<file path="src/rtl/bcpu_defs.sv">
// ---------------------------------------------------------------------------
// bcpu_defs
// Shared BCPU definitions.
//   bus_wr_op_t : 2-bit OBUS/IBUS write-operation code (WRITE/SET/RESET/INVERT)
//   obus_req_t  : one OBUS write request (op, addr, data, mask), sized at the
//                 largest supported address/data widths; users zero-extend into
//                 it and truncate back out.
//   obus_apply  : read-modify-write of one register value by one operation.
// ---------------------------------------------------------------------------
package bcpu_defs;

    typedef enum logic [1:0] {
        OP_WRITE  = 2'd0,
        OP_SET    = 2'd1,
        OP_RESET  = 2'd2,
        OP_INVERT = 2'd3
    } bus_wr_op_t;

    // Upper bounds on the OBUS address/data widths carried by obus_req_t.
    localparam int OBUS_ADDR_MAX = 8;
    localparam int OBUS_DATA_MAX = 32;

    typedef struct packed {
        bus_wr_op_t               op;
        logic [OBUS_ADDR_MAX-1:0] addr;
        logic [OBUS_DATA_MAX-1:0] data;
        logic [OBUS_DATA_MAX-1:0] mask;
    } obus_req_t;

    // Purely bitwise, so evaluating at the maximum width and truncating gives
    // the same result as evaluating at any narrower width.
    function automatic logic [OBUS_DATA_MAX-1:0] obus_apply(
        input bus_wr_op_t               op,
        input logic [OBUS_DATA_MAX-1:0] old_v,
        input logic [OBUS_DATA_MAX-1:0] data_v,
        input logic [OBUS_DATA_MAX-1:0] mask_v
    );
        logic [OBUS_DATA_MAX-1:0] res;
        case (op)
            OP_WRITE:  res = (old_v & ~mask_v) | (data_v & mask_v);
            OP_SET:    res = old_v | mask_v;
            OP_RESET:  res = old_v & ~mask_v;
            default:   res = old_v ^ mask_v;
        endcase
        return res;
    endfunction

endpackage

</file>
<file path="src/rtl/bcpu_rr_arbiter.sv">
// ---------------------------------------------------------------------------
// bcpu_rr_arbiter
// Round-robin arbiter over N requesters. The scan starts at the internal
// pointer and wraps modulo N; the first active request wins. After a grant to
// g the pointer moves to (g+1) mod N; with no requests it holds.
//   i_clk        : clock
//   i_rst_n      : asynchronous active-low reset (pointer -> 0)
//   i_req        : request vector
//   o_grant      : one-hot grant (zero when no request), combinational
//   o_grant_idx  : binary index of the granted requester (0 when none)
//   o_grant_vld  : any grant this cycle
// ---------------------------------------------------------------------------
module bcpu_rr_arbiter #(
    parameter  int N  = 4,
    localparam int PW = (N > 1) ? $clog2(N) : 1
) (
    input  logic          i_clk,
    input  logic          i_rst_n,
    input  logic [N-1:0]  i_req,
    output logic [N-1:0]  o_grant,
    output logic [PW-1:0] o_grant_idx,
    output logic          o_grant_vld
);

    logic [PW-1:0] r_ptr;
    logic [N-1:0]  w_grant;
    logic [PW-1:0] w_idx;
    logic          w_found;

    always_comb begin
        int idx;
        idx     = 0;
        w_grant = '0;
        w_idx   = '0;
        w_found = 1'b0;
        for (int k = 0; k < N; k++) begin
            idx = int'(r_ptr) + k;
            if (idx >= N) idx = idx - N;
            if (!w_found && i_req[idx]) begin
                w_found      = 1'b1;
                w_grant[idx] = 1'b1;
                w_idx        = PW'(idx);
            end
        end
    end

    always_ff @(posedge i_clk or negedge i_rst_n) begin
        if (!i_rst_n) begin
            r_ptr <= '0;
        end else if (w_found) begin
            r_ptr <= (int'(w_idx) == N - 1) ? '0 : w_idx + 1'b1;
        end
    end

    assign o_grant     = w_grant;
    assign o_grant_idx = w_idx;
    assign o_grant_vld = w_found;

endmodule

</file>
<file path="src/rtl/bcpu_obus_arbiter.sv">
// ---------------------------------------------------------------------------
// bcpu_obus_arbiter
// Shared OBUS output-register bank written by NUM_REQ requesters. One request
// per cycle is granted round-robin; the granted op is applied read-modify-write
// to the addressed register, and the result is reported on the DONE channel
// in the following cycle (same cycle it appears on o_obus_out).
//   i_clk, i_rst_n   : clock, asynchronous active-low reset
//   i_req_valid      : per-requester valid            [NUM_REQ]
//   o_req_ready      : per-requester accept, one-hot or zero
//   i_req_op         : per-requester bus_wr_op_t      [NUM_REQ*2]
//   i_req_addr       : per-requester register address [NUM_REQ*ADDR_WIDTH]
//   i_req_data       : per-requester data (WRITE)     [NUM_REQ*DATA_WIDTH]
//   i_req_mask       : per-requester bit mask         [NUM_REQ*DATA_WIDTH]
//   o_done_valid     : one-cycle completion pulse
//   o_done_id        : completed requester index
//   o_done_value     : register value after the update
//   o_obus_out       : flattened bank, reg k at [k*DATA_WIDTH +: DATA_WIDTH]
// ADDR_WIDTH and DATA_WIDTH must not exceed OBUS_ADDR_MAX / OBUS_DATA_MAX.
// ---------------------------------------------------------------------------
module bcpu_obus_arbiter
    import bcpu_defs::*;
#(
    parameter int                    NUM_REQ          = 4,
    parameter int                    ADDR_WIDTH       = 4,
    parameter int                    DATA_WIDTH       = 16,
    parameter logic [DATA_WIDTH-1:0] OBUS_RESET_VALUE = '0,
    localparam int                   IDW              = $clog2(NUM_REQ),
    localparam int                   NREG             = 2 ** ADDR_WIDTH
) (
    input  logic                          i_clk,
    input  logic                          i_rst_n,
    input  logic [NUM_REQ-1:0]            i_req_valid,
    output logic [NUM_REQ-1:0]            o_req_ready,
    input  logic [NUM_REQ*2-1:0]          i_req_op,
    input  logic [NUM_REQ*ADDR_WIDTH-1:0] i_req_addr,
    input  logic [NUM_REQ*DATA_WIDTH-1:0] i_req_data,
    input  logic [NUM_REQ*DATA_WIDTH-1:0] i_req_mask,
    output logic                          o_done_valid,
    output logic [IDW-1:0]                o_done_id,
    output logic [DATA_WIDTH-1:0]         o_done_value,
    output logic [NREG*DATA_WIDTH-1:0]    o_obus_out
);

    obus_req_t             w_req [NUM_REQ];
    obus_req_t             w_sel;
    logic [NUM_REQ-1:0]    w_grant;
    logic [IDW-1:0]        w_gidx;
    logic                  w_gvld;
    logic                  w_xfer;
    logic [ADDR_WIDTH-1:0] w_addr;
    logic [DATA_WIDTH-1:0] w_new;

    logic [DATA_WIDTH-1:0] r_obus [NREG];
    logic                  r_done_valid;
    logic [IDW-1:0]        r_done_id;
    logic [DATA_WIDTH-1:0] r_done_value;

    // Unpack the flattened request buses into per-requester structs.
    for (genvar gi = 0; gi < NUM_REQ; gi++) begin : g_unpack
        assign w_req[gi].op   = bus_wr_op_t'(i_req_op[gi*2 +: 2]);
        assign w_req[gi].addr = OBUS_ADDR_MAX'(i_req_addr[gi*ADDR_WIDTH +: ADDR_WIDTH]);
        assign w_req[gi].data = OBUS_DATA_MAX'(i_req_data[gi*DATA_WIDTH +: DATA_WIDTH]);
        assign w_req[gi].mask = OBUS_DATA_MAX'(i_req_mask[gi*DATA_WIDTH +: DATA_WIDTH]);
    end

    bcpu_rr_arbiter #(
        .N (NUM_REQ)
    ) u_rr (
        .i_clk       (i_clk),
        .i_rst_n     (i_rst_n),
        .i_req       (i_req_valid),
        .o_grant     (w_grant),
        .o_grant_idx (w_gidx),
        .o_grant_vld (w_gvld)
    );

    // READY is forced low while reset is asserted so no transfer is implied.
    assign o_req_ready = w_grant & {NUM_REQ{i_rst_n}};
    assign w_xfer      = w_gvld & i_rst_n;

    assign w_sel  = w_req[w_gidx];
    assign w_addr = ADDR_WIDTH'(w_sel.addr);
    assign w_new  = DATA_WIDTH'(obus_apply(w_sel.op,
                                           OBUS_DATA_MAX'(r_obus[w_addr]),
                                           w_sel.data, w_sel.mask));

    // Single write port: an op in the next cycle sees this edge's result
    // directly from the bank, so back-to-back same-address ops need no bypass.
    always_ff @(posedge i_clk or negedge i_rst_n) begin
        if (!i_rst_n) begin
            for (int k = 0; k < NREG; k++) r_obus[k] <= OBUS_RESET_VALUE;
        end else if (w_xfer) begin
            r_obus[w_addr] <= w_new;
        end
    end

    always_ff @(posedge i_clk or negedge i_rst_n) begin
        if (!i_rst_n) begin
            r_done_valid <= 1'b0;
            r_done_id    <= '0;
            r_done_value <= '0;
        end else begin
            r_done_valid <= w_xfer;
            if (w_xfer) begin
                r_done_id    <= w_gidx;
                r_done_value <= w_new;
            end
        end
    end

    for (genvar gi = 0; gi < NREG; gi++) begin : g_flat
        assign o_obus_out[gi*DATA_WIDTH +: DATA_WIDTH] = r_obus[gi];
    end

    assign o_done_valid = r_done_valid;
    assign o_done_id    = r_done_id;
    assign o_done_value = r_done_value;

endmodule

</file>
<file path="config.mk">
export PLATFORM = sky130hd
export DESIGN_NAME = bcpu_obus_arbiter
export DESIGN_NICKNAME = d
export VERILOG_FILES = /design/src/rtl/bcpu_defs.sv /design/src/rtl/bcpu_rr_arbiter.sv /design/src/rtl/bcpu_obus_arbiter.sv
export SDC_FILE = /design/constraint.sdc
export NUM_CORES = 1
export LEC_CHECK = 0
export CAP_MARGIN = 20
export CORE_MARGIN = 2
export CORE_UTILIZATION = 28
export CTS_BUF_LIST = sky130_fd_sc_hd__clkbuf_4
export CTS_CLUSTER_DIAMETER = 40
export DETAILED_ROUTE_END_ITERATION = 16
export GPL_TIMING_DRIVEN = 1
export PLACE_DENSITY = 0.51
export REMOVE_ABC_BUFFERS = 1
export SYNTH_ARGS = -nofsm -noshare
export SYNTH_HDL_FRONTEND = slang
export SYNTH_SLANG_ARGS = --single-unit
</file>
<file path="constraint.sdc">
create_clock -name i_clk -period 5.5 [get_ports i_clk]
set_input_delay 1.1 -clock i_clk [delete_from_list [all_inputs] [get_ports i_clk]]
set_output_delay 1.1 -clock i_clk [all_outputs]
set_load 0.03 [all_outputs]
</file>
Word level (Yosys, flattened, before mapping)
Index checks and enable logic that the tools add are counted.
Cells by class
  $add $sub $neg: 8
  order comparisons: 15
  equal/unequal tests: 3
  muxes and demuxes: 47
  bitwise operators: 13
  reductions and logical operators: 12
Operators with widths (number)
  $bwmux W256: 1
  $bmux W74 S2: 1
  $mux W74: 2
  $ge A32 B1 Y1 const B: 4
  $lt A32 B4 Y1 const B: 4
  $mux W32: 4
  $ge A32 B4 Y1 const B: 3
  $sub A32 B4 Y32 const B: 3
  $bmux W16 S4: 1
  $demux W16 S4: 1
  $mux W16: 3
  $pmux W16 S3: 1
  $and A16 B16 Y16: 2
  $or A16 B16 Y16: 2
  $mux W1: 16
  $mux W4: 4
  $not A16 Y16: 1
  $xor A16 B16 Y16: 1
  $or A4 B4 Y4: 3
  $mux W2: 5
  $bmux W1 S2: 4
  $demux W1 S2: 4
  $logic_and A1 B1 Y1: 8
  $add A2 B2 Y3 const B: 2
  other kinds (15): 18
Word-level totals
  bits in registers: 277
  input port bits: 158
  output and inout port bits: 279
  logic and storage cells: 118

Depth between registers and ports, before layout
  depth in word-level cells: 27
  depth in mapped cells: 25
  mapped depth without buffers: 17

By module
Synthesis repeated with hierarchy kept, for this count alone.
Unflattened totals
  cell total of the unflattened synthesis: 1561
  area, all modules: 15632.5 µm²
Modules (own cells, without submodules)
  bcpu_obus_arbiter: times used 1, cells each 1470, area an instance 14861.8 µm², sequential area each 6881.6 µm²
  bcpu_rr_arbiter: times used 1, cells each 91, area an instance 770.7 µm², sequential area each 50.0 µm²

Worst setup path after synthesis
OpenSTA, ideal clock, no wires.
  path type: input to register
  start point: in i_req_valid[2]
  end point: reg r_obus (netlist bit o_obus_out[10])
  setup time: 73 ps
  arrival: 5372 ps
  data required time: 5427 ps
  slack: 55 ps
  stages: 19
  buffers on the path: 4
  cells stage by stage: buf_2 -> mux4_2 -> nand2b_2 -> a21oi_4 -> nor2_8 -> inv_4 -> mux4_2 -> nor3_4 -> buf_2 -> a32oi_1 -> nand4_4 -> buf_6 -> inv_2 -> ha_1 -> or3_1 -> a21oi_1 -> buf_2 -> nor3_1 -> a21oi_2
Between the ends
  cells in the longest elaborated chain, start to end: 25
  elaborated cells between the ends (all ways): 51
  classes of those cells: 2 x order compare; 2 x eq/ne; 30 x mux; 9 x bitwise; 8 x reduce/logical
RTL lines
  from (decl): line bcpu_obus_arbiter.sv:32  | input logic [NUM_REQ-1:0] i_req_valid,
  $bmux W1 S2: line bcpu_rr_arbiter.sv:39  | if (!w_found && i_req[idx]) begin
  $mux W1 (not written as such) (2 in series): line bcpu_rr_arbiter.sv:39
  $mux W1: line bcpu_rr_arbiter.sv:39
  $logic_not A1 Y1: line bcpu_rr_arbiter.sv:39
  $logic_and A1 B1 Y1: line bcpu_rr_arbiter.sv:39
  $mux W1: line bcpu_rr_arbiter.sv:39
  $logic_not A1 Y1: line bcpu_rr_arbiter.sv:39
  $logic_and A1 B1 Y1: line bcpu_rr_arbiter.sv:39
  [... 6 more ...]
  $mux W74 (not written as such) (2 in series): line bcpu_obus_arbiter.sv:81  | assign w_sel = w_req[w_gidx];
  $not A4 Y5 (not written as such): line bcpu_obus_arbiter.sv:84, bcpu_obus_arbiter.sv:93
  $bmux W16 S4: line bcpu_obus_arbiter.sv:84  | OBUS_DATA_MAX'(r_obus[w_addr]),
  $mux W16 (not written as such) (2 in series): line bcpu_obus_arbiter.sv:84
  $and A16 B16 Y16: line bcpu_defs.sv:40, bcpu_defs.sv:42
  $or A16 B16 Y16: line bcpu_defs.sv:40  | OP_WRITE: res = (old_v & ~mask_v) | (data_v & mask_v);
  $pmux W16 S3: line bcpu_defs.sv:39  | case (op)
  $bwmux W256: line bcpu_obus_arbiter.sv:93  | r_obus[w_addr] <= w_new;
  to (signal, indexed assignment): line bcpu_obus_arbiter.sv:93
  to (decl): line bcpu_obus_arbiter.sv:53  | logic [DATA_WIDTH-1:0] r_obus [NREG];
Parallel ways exist; a longest one is shown, timed or not. The select of a mux whose other input is x is not followed.
A chain may end at the register's enable or synchronous reset.

Worst setup path in the final report
  start point: reg u_rr.r_ptr[1]
  end point: out o_req_ready[2]
Between the ends
  cells in the longest elaborated chain, start to end: 16
  elaborated cells between the ends (all ways): 64
  classes of those cells: 7 x add/sub; 12 x order compare; 31 x mux; 4 x bitwise; 10 x reduce/logical
RTL lines
  from (decl): line bcpu_rr_arbiter.sv:25  | logic [PW-1:0] r_ptr;
  from (signal assigned): line bcpu_rr_arbiter.sv:51  | r_ptr <= (int'(w_idx) == N - 1) ? '0 : w_idx + 1'b1;
  branches (longest 14 deep; another with $sub A32 B4 Y32)
  $mux W4 *: line bcpu_rr_arbiter.sv:39
  $and A4 B4 Y4 *: line bcpu_obus_arbiter.sv:78  | assign o_req_ready = w_grant & {NUM_REQ{i_rst_n}};
  to (decl): line bcpu_obus_arbiter.sv:33  | output logic [NUM_REQ-1:0] o_req_ready,
Every way passes the cells marked *. The select of a mux whose other input is x is not followed.

==> flow_summary.toml <==
[drt]
viasPerCell = 5.90
wire_per_inst_um = 27.4
wirelength_um = 104000
drt_iter0_markers = 1986
drtAntennaViolNets = 0
dr_total_vias = 22406
drcViolationCount = 0
drt_first_pass_iters = 6

[logic_synthesis]
yosys.area.top_type = "dfrtp_1"
yosys-top-cells-count = "a21oi_1, dfrtp_1, nor3_1, o31ai_1, o21bai_1"
synth_seq_area_share = 0.334
synth_area_leaders = "dfrtp_1, o31ai_1, o21bai_1"
synth-main-ff-cell = "dfrtp_1"
synth_cells = 2334
ys_warn_count = 0
synth_seq_cells = 277
postSynthAreaPerCell_um2 = 8.90
syn_area_um2 = 20800
async_reset_ff_frac = 1.00
synth_edf_count = 0
synth.most_common_cell = "a21oi_1"
synth_top_area_share = 0.334
ys_types = 65

[place]
port-buffer-count = 436
pre_cts_slack_ps = -200
dp_hpwl_um = 69500
gp_routability_congestion = 0.858

[die]
dieArea_um2 = 76400
coreArea_um2 = 73200
start_util = 0.284
die_y_um = 276
num_rows = 99
die_w_um = 276
io_pins = 437

[clock_tree]
cts_tree = "built"
clk_path_buf_depth = 3
clk_pin_slew_ps = 60
h-tree-depth = 3
cts-root-buf = "clkbuf_4"
numCtsBuffers = 87
cts_num_sinks = 277
ctsHoldBuffers = 0
clock_latency_ps = 840

[worst_setup_path]
cp_max_fo = 9
crit_arrival_ps = 4110
start_kind = "flop"
crit_path_end_kind = "output port"
path_class = "reg -> out"
cp.required_ps = 4400

[run_status]
outcome = "finished clean"

[finish]
drive_gt1_frac = 0.177
areaGrowthSynthToFinish_pct = 36.9
fin_nets = 2974
nFillCells = 7309

[timing]
fmax_mhz = 192
worst_slack_ps = 293
period_needed_ps = 5210
slew_viol_final = 0
finalCritPeriodShare = 0.947
finClkSkew_ps = 41.7
finalHoldViolations = 0
rsz0062_at_grt = "no"
max_slew_margin = 0.360
worst_pin_slew_ps = 960
finalSetupViolations = 0

[global_route]
grt_use_total = 0.263
gr-total-overflow = 0
grt_pass1_vias = 22377
grt_max_degree = 131
grt_pass1_wl_um = 152000
antenna_found_initial = 5

[job]
drv_cap = 0

[min_path]
hp-class = "in -> async"
-- layer usage --
layer,global-route usage,part of all wire,up-vias
met3,0.0716,0.093,240
li1,-,-,9829
met5,0,0.00035,-
met1,0.339,0.42,11045
met2,0.411,0.45,1286
met4,0.120,0.041,6
-- kinds of logic (layout without fill, tap and decap cells) --
logic type | after synthesis | in the layout | share of synthesized area
AO/OA/AOI/OAI | 987 | 987 | 0.341
AND/OR/NAND/NOR | 527 | 527 | 0.137
buffers and inverters | 334 | 835 | 0.0780
flip-flops | 277 | 277 | 0.334
multiplexers | 172 | 172 | 0.0877
adder cells (fa/ha/maj) | 37 | 37 | 0.0223
other | 0 | 2 | 0
-- worst paths after layout --
kind / cells past startpoint / end / slack [ps] / start
worst max-delay path: 9 / o_req_ready[2] / 290 / u_rr.r_ptr[1]
min in group i_clk: 2 / o_done_id[1] / 520 / o_done_id[1]
max in group asynchronous: 2 / o_obus_out[144] / 3760 / i_rst_n
worst min register to register: 2 / o_done_id[1] / 520 / o_done_id[1]
worst max register to register: 20 / o_obus_out[75] / 330 / u_rr.r_ptr[1]
worst min-delay path: 1 / o_done_id[0] / 250 / i_rst_n
-- sequential cells by signal, summed over array words and instances, names as in the netlist --
name and count:
o_done_id 2, o_done_value 16, o_obus_out 256, o_done_valid 1, u_rr.r_ptr 2
-- placed cells by master (no fill, tap or decap), types with 10 or more instances in the layout --
master / netlist / routed
inv_1: 18 / 18
nand4_4: 10 / 10
nand2_1: 139 / 138
nand3_1: 22 / 18
buf_4: 13 / 169
mux2i_1: 147 / 146
buf_12: 0 / 54
clkinv_1: 0 / 16
nor3_1: 274 / 273
inv_2: 12 / 14
clkdlybuf4s50_1: 0 / 435
a32oi_1: 53 / 53
or2_2: 6 / 16
o21ai_2: 11 / 11
dfrtp_1: 277 / 277
o21ai_0: 11 / 11
a32oi_2: 11 / 11
a211oi_4: 4 / 10
o21bai_1: 257 / 257
mux2_2: 19 / 18
o311a_1: 20 / 20
a21oi_1: 286 / 285
ha_1: 37 / 37
nand2b_1: 19 / 19
o31ai_1: 273 / 273
clkbuf_4: 1 / 119
-- stage by stage --
stage          utilization  instances  hold slack, ps  cell area, um2  setup TNS (ps)
5_1_grt              0.388       3795             262           28400               0
4_1_cts              0.388       3792             223           28400               0
3_5_place_dp         0.374       3647             504           27300          -24320
2_1_floorplan            -       2031             663           19300        -1009590
3_3_place_gp         0.374       3647             486           27300          -12030
6_report             0.388       3796             253           28400               0
-- layout make-up --
class                      count  area (um2)  area share
inverter                      31         119     0.00418
timing repair buffer         659        6720       0.236
clock buffer                 119         893      0.0314
clock inverter                26         163     0.00572
antenna                        2        5.00    0.000176
multi-input combinational   1723       12400       0.436
sequential                   277        6930       0.244
tap                          959        1200      0.0422
-- critical path, cell delays in order, from the launching register on --
cell             delay [ps]
dfrtp_1                 480
inv_1                   150
ha_1                    480
mux4_2                  620
nor2b_1                 320
buf_4                   200
a22oi_1                  60
o21ai_0                 150
and2_1                  140
clkdlybuf4s50_1         670
-- repair_timing --
action	4_1_cts	5_1_grt
buffers inserted	0	2
setup endpoints to repair	0	39
gates resized for setup	0	1
Power is not shown: default switching activity piles up to over one toggle a cycle in this logic, so the estimate is an artifact.
